`config.mk`:
```
export PLATFORM = sky130hd
export DESIGN_NAME = folded_threshold_gate_flat
export DESIGN_NICKNAME = d
export VERILOG_FILES = /design/src/rtl/ftg_pkg.sv /design/src/rtl/folded_threshold_gate_if.sv /design/src/rtl/ftg_chunk_popcount.sv /design/src/rtl/folded_threshold_gate.sv /design/src/flat_wrapper.sv
export SDC_FILE = /design/constraint.sdc
export NUM_CORES = 1
export LEC_CHECK = 0
export ABC_CLOCK_PERIOD_IN_PS = 5800
export BUFFER_PORTS_ARGS = -buffer_cell sky130_fd_sc_hd__buf_2
export CAP_MARGIN = 20
export CORE_MARGIN = 2
export CORE_UTILIZATION = 40
export CTS_CLUSTER_SIZE = 10
export DETAILED_ROUTE_END_ITERATION = 12
export PLACE_DENSITY = 0.62
export SYNTH_ARGS = -nofsm -noshare
export SYNTH_HDL_FRONTEND = slang
export SYNTH_HIERARCHICAL = 1
export SYNTH_SLANG_ARGS = --single-unit
```
`constraint.sdc`:
```
create_clock -name clk -period 5.8 [get_ports clk]
set_clock_uncertainty 0.05 [all_clocks]
set_input_delay 0.58 -clock clk [delete_from_list [all_inputs] [get_ports clk]]
set_output_delay 0.58 -clock clk [all_outputs]
set_load 0.01 [all_outputs]
```
`src/rtl/ftg_pkg.sv`:
```
// ============================================================================
//  Module  : ftg_pkg
//  Brief   : Shared state encoding and arithmetic helpers for folded_threshold_gate.
//  Revision: 1.0  initial release
// ============================================================================
`default_nettype none

package ftg_pkg;

    localparam logic [1:0] S_IDLE = 2'd0;
    localparam logic [1:0] S_ACC  = 2'd1;
    localparam logic [1:0] S_DONE = 2'd2;

    // Smallest count that is strictly more than half of n.
    function automatic int maj_thr(input int n);
        return n / 2 + 1;
    endfunction

    function automatic int unsigned chunk_popcount(input logic [31:0] v);
        int unsigned c;
        c = 0;
        for (int i = 0; i < 32; i++) begin
            c = c + 32'(v[i]);
        end
        return c;
    endfunction

endpackage

`default_nettype wire

```
`src/rtl/folded_threshold_gate_if.sv`:
```
// ============================================================================
//  Module  : folded_threshold_gate_if
//  Brief   : Operand/result handshake bundle; cnt exists only with FTG_COUNT_OUT_EN.
//  Revision: 1.0  initial release
// ============================================================================
`default_nettype none

interface folded_threshold_gate_if #(
    parameter int N_IN = 5
);
    localparam int CNT_W = $clog2(N_IN + 1);

    logic             in_valid;
    logic             in_ready;
    logic [N_IN-1:0]  x;
    logic             thr_sel;
    logic [CNT_W-1:0] thr;
    logic             out_valid;
    logic             out_ready;
    logic             y;
`ifdef FTG_COUNT_OUT_EN
    logic [CNT_W-1:0] cnt;

    modport master (
        output in_valid, x, thr_sel, thr, out_ready,
        input  in_ready, out_valid, y, cnt
    );
    modport slave (
        input  in_valid, x, thr_sel, thr, out_ready,
        output in_ready, out_valid, y, cnt
    );
`else
    modport master (
        output in_valid, x, thr_sel, thr, out_ready,
        input  in_ready, out_valid, y
    );
    modport slave (
        input  in_valid, x, thr_sel, thr, out_ready,
        output in_ready, out_valid, y
    );
`endif

endinterface

`default_nettype wire

```
`src/rtl/ftg_chunk_popcount.sv`:
```
// ============================================================================
//  Module  : ftg_chunk_popcount
//  Brief   : Combinational popcount of one FOLD_W-bit chunk, widened to CNT_W.
//  Revision: 1.0  initial release
// ============================================================================
`default_nettype none

module ftg_chunk_popcount
    import ftg_pkg::*;
#(
    parameter int FOLD_W = 2,
    parameter int CNT_W  = 3
) (
    input  wire logic [FOLD_W-1:0] chunk_i,
    output logic      [CNT_W-1:0]  cnt_o
);

    logic [31:0] w_ext;

    assign w_ext = 32'(chunk_i);
    assign cnt_o = CNT_W'(chunk_popcount(w_ext));

endmodule

`default_nettype wire

```
`src/rtl/folded_threshold_gate.sv`:
```
// ============================================================================
//  Module  : folded_threshold_gate
//  Brief   : Folded N-input threshold/majority gate, FOLD_W bits summed per cycle.
//            Define FTG_COUNT_OUT_EN to expose the final popcount on cnt.
//  Revision: 1.0  initial release
// ============================================================================
`default_nettype none

module folded_threshold_gate
    import ftg_pkg::*;
#(
    parameter int N_IN   = 5,
    parameter int FOLD_W = 2
) (
    input  wire logic              clk,
    input  wire logic              rst_n,
    folded_threshold_gate_if.slave bus
);

    localparam int CNT_W  = $clog2(N_IN + 1);
    localparam int N_FOLD = (N_IN + FOLD_W - 1) / FOLD_W;
    localparam int PAD_W  = N_FOLD * FOLD_W;
    localparam int IDX_W  = (N_FOLD > 1) ? $clog2(N_FOLD) : 1;

    localparam logic [IDX_W-1:0] c_LAST_IDX = IDX_W'(N_FOLD - 1);
    localparam logic [CNT_W-1:0] c_MAJ_THR  = CNT_W'(maj_thr(N_IN));

    logic [1:0]       state_q, state_d;
    logic [PAD_W-1:0] x_q,     x_d;
    logic [CNT_W-1:0] thr_q,   thr_d;
    logic [CNT_W-1:0] acc_q,   acc_d;
    logic [IDX_W-1:0] idx_q,   idx_d;
    logic             y_q,     y_d;

    logic [CNT_W-1:0] w_chunk_cnt;
    logic [CNT_W-1:0] w_acc_next;

    // The operand shifts right each fold cycle, so the active chunk is always
    // the low FOLD_W bits; zero padding above N_IN falls out of the shift.
    ftg_chunk_popcount #(
        .FOLD_W (FOLD_W),
        .CNT_W  (CNT_W)
    ) u_chunk (
        .chunk_i (x_q[FOLD_W-1:0]),
        .cnt_o   (w_chunk_cnt)
    );

    assign w_acc_next = acc_q + w_chunk_cnt;

    always_comb begin
        state_d = state_q;
        x_d     = x_q;
        thr_d   = thr_q;
        acc_d   = acc_q;
        idx_d   = idx_q;
        y_d     = y_q;
        case (state_q)
            S_IDLE: begin
                if (bus.in_valid) begin
                    x_d     = PAD_W'(bus.x);
                    thr_d   = bus.thr_sel ? bus.thr : c_MAJ_THR;
                    acc_d   = '0;
                    idx_d   = '0;
                    state_d = S_ACC;
                end
            end
            S_ACC: begin
                acc_d = w_acc_next;
                x_d   = x_q >> FOLD_W;
                idx_d = idx_q + 1'b1;
                if (idx_q == c_LAST_IDX) begin
                    y_d     = (w_acc_next >= thr_q);
                    idx_d   = '0;
                    state_d = S_DONE;
                end
            end
            S_DONE: begin
                if (bus.out_ready) begin
                    state_d = S_IDLE;
                end
            end
            default: state_d = S_IDLE;
        endcase
    end

    always_ff @(posedge clk or negedge rst_n) begin
        if (!rst_n) begin
            state_q <= S_IDLE;
            x_q     <= '0;
            thr_q   <= '0;
            acc_q   <= '0;
            idx_q   <= '0;
            y_q     <= 1'b0;
        end else begin
            state_q <= state_d;
            x_q     <= x_d;
            thr_q   <= thr_d;
            acc_q   <= acc_d;
            idx_q   <= idx_d;
            y_q     <= y_d;
        end
    end

    assign bus.in_ready  = (state_q == S_IDLE);
    assign bus.out_valid = (state_q == S_DONE);
    assign bus.y         = y_q;

`ifdef FTG_COUNT_OUT_EN
    logic [CNT_W-1:0] cnt_q;

    always_ff @(posedge clk or negedge rst_n) begin
        if (!rst_n) begin
            cnt_q <= '0;
        end else if (state_q == S_ACC && idx_q == c_LAST_IDX) begin
            cnt_q <= w_acc_next;
        end
    end

    assign bus.cnt = cnt_q;
`endif

endmodule

`default_nettype wire

```
`src/flat_wrapper.sv`:
```
// flat-port wrapper written by rule: the top's interface ports become plain ports
module folded_threshold_gate_flat import ftg_pkg::*;
#(
    parameter int N_IN   = 5,
    parameter int FOLD_W = 2
)
  (clk, rst_n, bus_in_valid, bus_x, bus_thr_sel, bus_thr, bus_out_ready, bus_in_ready, bus_out_valid, bus_y);
  folded_threshold_gate_if #(.N_IN(N_IN)) bus_i ();
  input  wire logic clk;
  input  wire logic rst_n;
  input wire logic [$bits(bus_i.in_valid)-1:0] bus_in_valid;
  input wire logic [$bits(bus_i.x)-1:0] bus_x;
  input wire logic [$bits(bus_i.thr_sel)-1:0] bus_thr_sel;
  input wire logic [$bits(bus_i.thr)-1:0] bus_thr;
  input wire logic [$bits(bus_i.out_ready)-1:0] bus_out_ready;
  output wire logic [$bits(bus_i.in_ready)-1:0] bus_in_ready;
  output wire logic [$bits(bus_i.out_valid)-1:0] bus_out_valid;
  output wire logic [$bits(bus_i.y)-1:0] bus_y;
  assign bus_i.in_valid = bus_in_valid;
  assign bus_i.x = bus_x;
  assign bus_i.thr_sel = bus_thr_sel;
  assign bus_i.thr = bus_thr;
  assign bus_i.out_ready = bus_out_ready;
  assign bus_in_ready = bus_i.in_ready;
  assign bus_out_valid = bus_i.out_valid;
  assign bus_y = bus_i.y;
  folded_threshold_gate #(.N_IN(N_IN), .FOLD_W(FOLD_W)) u_core (.clk(clk), .rst_n(rst_n), .bus(bus_i));
endmodule
```
==> out/qor.yml <==
hpwl_um: 1090
track_usage_pct: 15.0
fp.dieW_um: 49.3
clockBufferDepth: 2
cap_viol_max_count: 0
synth_seq_area_share_pct: 48.7
cp.buffers_inverters: 0
final_max_slew_viol_count: 0
setup_tns_ps: 0
syn_inst: 75
std_cell_rows: 16
num_vias: 584
antenna_found_initial: 0
dieArea_sq_um: 2430
synth_cell_type_count: 26
power_frac_seq_pct: 43.7
path_cells: "ha_1 > ha_1 > fa_1 > xnor2_1 > xnor2_1 > ha_1 > o21ai_0 > o21bai_1 > mux2_2"
clk_latency_ps: 270
wl_per_cell_um: 12.2
busiest_layer: "met2"
routed_wl_um: 1430
cts_root_buf: "clkbuf_4"
finalNetCount: 111
seq_area_sq_um: 400
start_kind: "flop"
met3_usage_pct: 2.76
syn_nets: 94
cpMostUsedCell: "ha_1"
via_per_inst: 4.99
cp_max_fo: 3
detail-route-antenna-nets: 0
slowest_stage: "dfrtp_1"
hold_class: "in -> async"
io_pins: 16
grt_pass1_wl_um: 2760
tightest_slew_ps: 775
final_cell_mix: "16 x dfrtp_1, 15 x buf_2, 8 x o21ai_0, 7 x inv_1"
layout_commonest_cell: "dfrtp_1"
netlist_area_sq_um: 822
path_class: "reg -> reg"
hold_viol: 0
grtUsageMet2_pct: 22.5
layout-drive-gt1-share_pct: 24.4
clk_pin_slew_ps: 90
vdd_ir_drop_max_mv: 0.267
cts_max_level: 1
grt_pass1_vias: 598
power.share.switching_pct: 39.0
switching_power_uw: 182
gr-total-overflow: 0
grt_max_degree: 17
portBuffers: 15
yosysWarnings: 6
leakage_uw: 0.000446
dr.pass1.iters: 4
drt_iter0_drc: 14
crit_required_ps: 5920
max_slew_margin_pct: 48.2
slowest_delay_ps: 400
post-cts-setup-buffer-count: 0
finalSetupViolCount: 0
cts_tree: "done"
crit_family: "adder cells"
fmax_mhz: 395
finalPower_uw: 466
clkSinkCount: 16
multi_input_area_sq_um: 369
p_per_area_nw_per_um2: 503
routabilityCongestion: 0.686
status: "finished, final reports clean"
nFillCells: 196
start_util_pct: 42.3
rsz0062_at_grt: "false"
cts_resized: 0
worstSetupStartpoint: "u_core/x_q[0]"
crit_arrival_ps: 2650
p_int_uw: 284
synth_seq_cells: 16
syn2layout_area_growth_pct: 12.8
clkPwrFrac_pct: 12.1
period_needed_ps: 2530
core_sq_um: 1940
die_y_um: 49.3
finalCritPeriodShare_pct: 43.6
drc: 0
avgSynthCellArea_sq_um: 11.0
diodes: 0
hold_buffers: 0
cp-end-kind: "flop"
p_comb_share_pct: 44.3
timing.rr.start: "u_core/x_q[0]"
cts_buffers: 3
grtUsageMet1_pct: 21.2
## power by group through the flow
stage	registers, uW	logic [uW]	clock network, uW
final	204	206	56.3
after global routing	212	249	63.6
after CTS	203	209	59.7
after detailed placement	205	208	0
after global placement	204	205	0
after floorplan	190	178	0
## kinds of logic after synthesis
group / after synthesis / synth area share [%]
other cells: 1 / 0.456
mux: 2 / 3.20
fa+ha+maj: 6 / 10.0
xor+xnor: 2 / 2.13
buf+inv: 10 / 6.39
simple gates: 17 / 11.7
compound gates: 21 / 17.4
flops: 16 / 48.7
## sequential cells by signal, indices dropped and copies added, names as in the netlist
| signal | flops |
|---|---|
| u_core/acc_q | 3 |
| u_core/bus.y | 1 |
| u_core/x_q | 5 |
| u_core/state_q | 2 |
| u_core/idx_q | 2 |
| u_core/thr_q | 3 |
## per-layer routing
metal,up-vias,share of wire (%)
met3,0,4.2
met1,281,46
met2,12,50
li1,291,-
met5,-,0
met4,0,0
## final timing paths
path,endpoint,slack [ps],depth (start not counted)
max reg2reg,u_core/bus.y,3270,9
min,u_core/state_q[0],150,1
min in group clk,u_core/state_q[1],420,2
max,u_core/bus.y,3270,9
max in group asynchronous,u_core/acc_q[0],5290,1
min reg2reg,u_core/x_q[3],450,1
## cell usage after synthesis
master / number / area (sq um)
o31ai_1: 1 / 7.51
xnor2_1: 2 / 17.5
nor3b_4: 1 / 18.8
mux2_2: 1 / 11.3
mux2_4: 1 / 15.0
nor3b_1: 1 / 7.51
inv_1: 7 / 26.3
o311ai_1: 1 / 8.76
nor2b_2: 1 / 8.76
a22o_1: 3 / 26.3
nand2b_1: 1 / 6.26
buf_4: 2 / 15.0
a31oi_1: 2 / 12.5
nor2b_1: 1 / 6.26
nand3_1: 3 / 15.0
a32o_1: 1 / 10.0
o21ai_0: 8 / 40.0
fa_1: 1 / 20.0
nand2_1: 5 / 18.8
dfrtp_1: 16 / 400
nor2_1: 4 / 15.0
ha_1: 5 / 62.6
conb_1: 1 / 3.75
a22oi_1: 3 / 22.5
buf_6: 1 / 11.3
o21bai_1: 2 / 15.0
## cell type report
class,count,share of cell area [%]
clock buffers,3,2.43
inverters,7,2.83
multi-input cells,49,39.8
flip-flops and latches,16,43.2
well taps,27,3.64
repair buffers,15,8.10
## through the flow
stage / setup slack [ps] / util (%) / instances / area, sq um / hold slack [ps]
floorplan: 3420 / - / 75 / 822 / 234
global placement: 3370 / 46.6 / 114 / 905 / 415
detailed placement: 3280 / 46.6 / 114 / 905 / 438
CTS: 3260 / 47.7 / 117 / 927 / 155
global route: 3100 / 47.7 / 117 / 927 / 166
finish: 3270 / 47.7 / 117 / 927 / 149
Note: power is estimated with default switching activity, not from simulation.
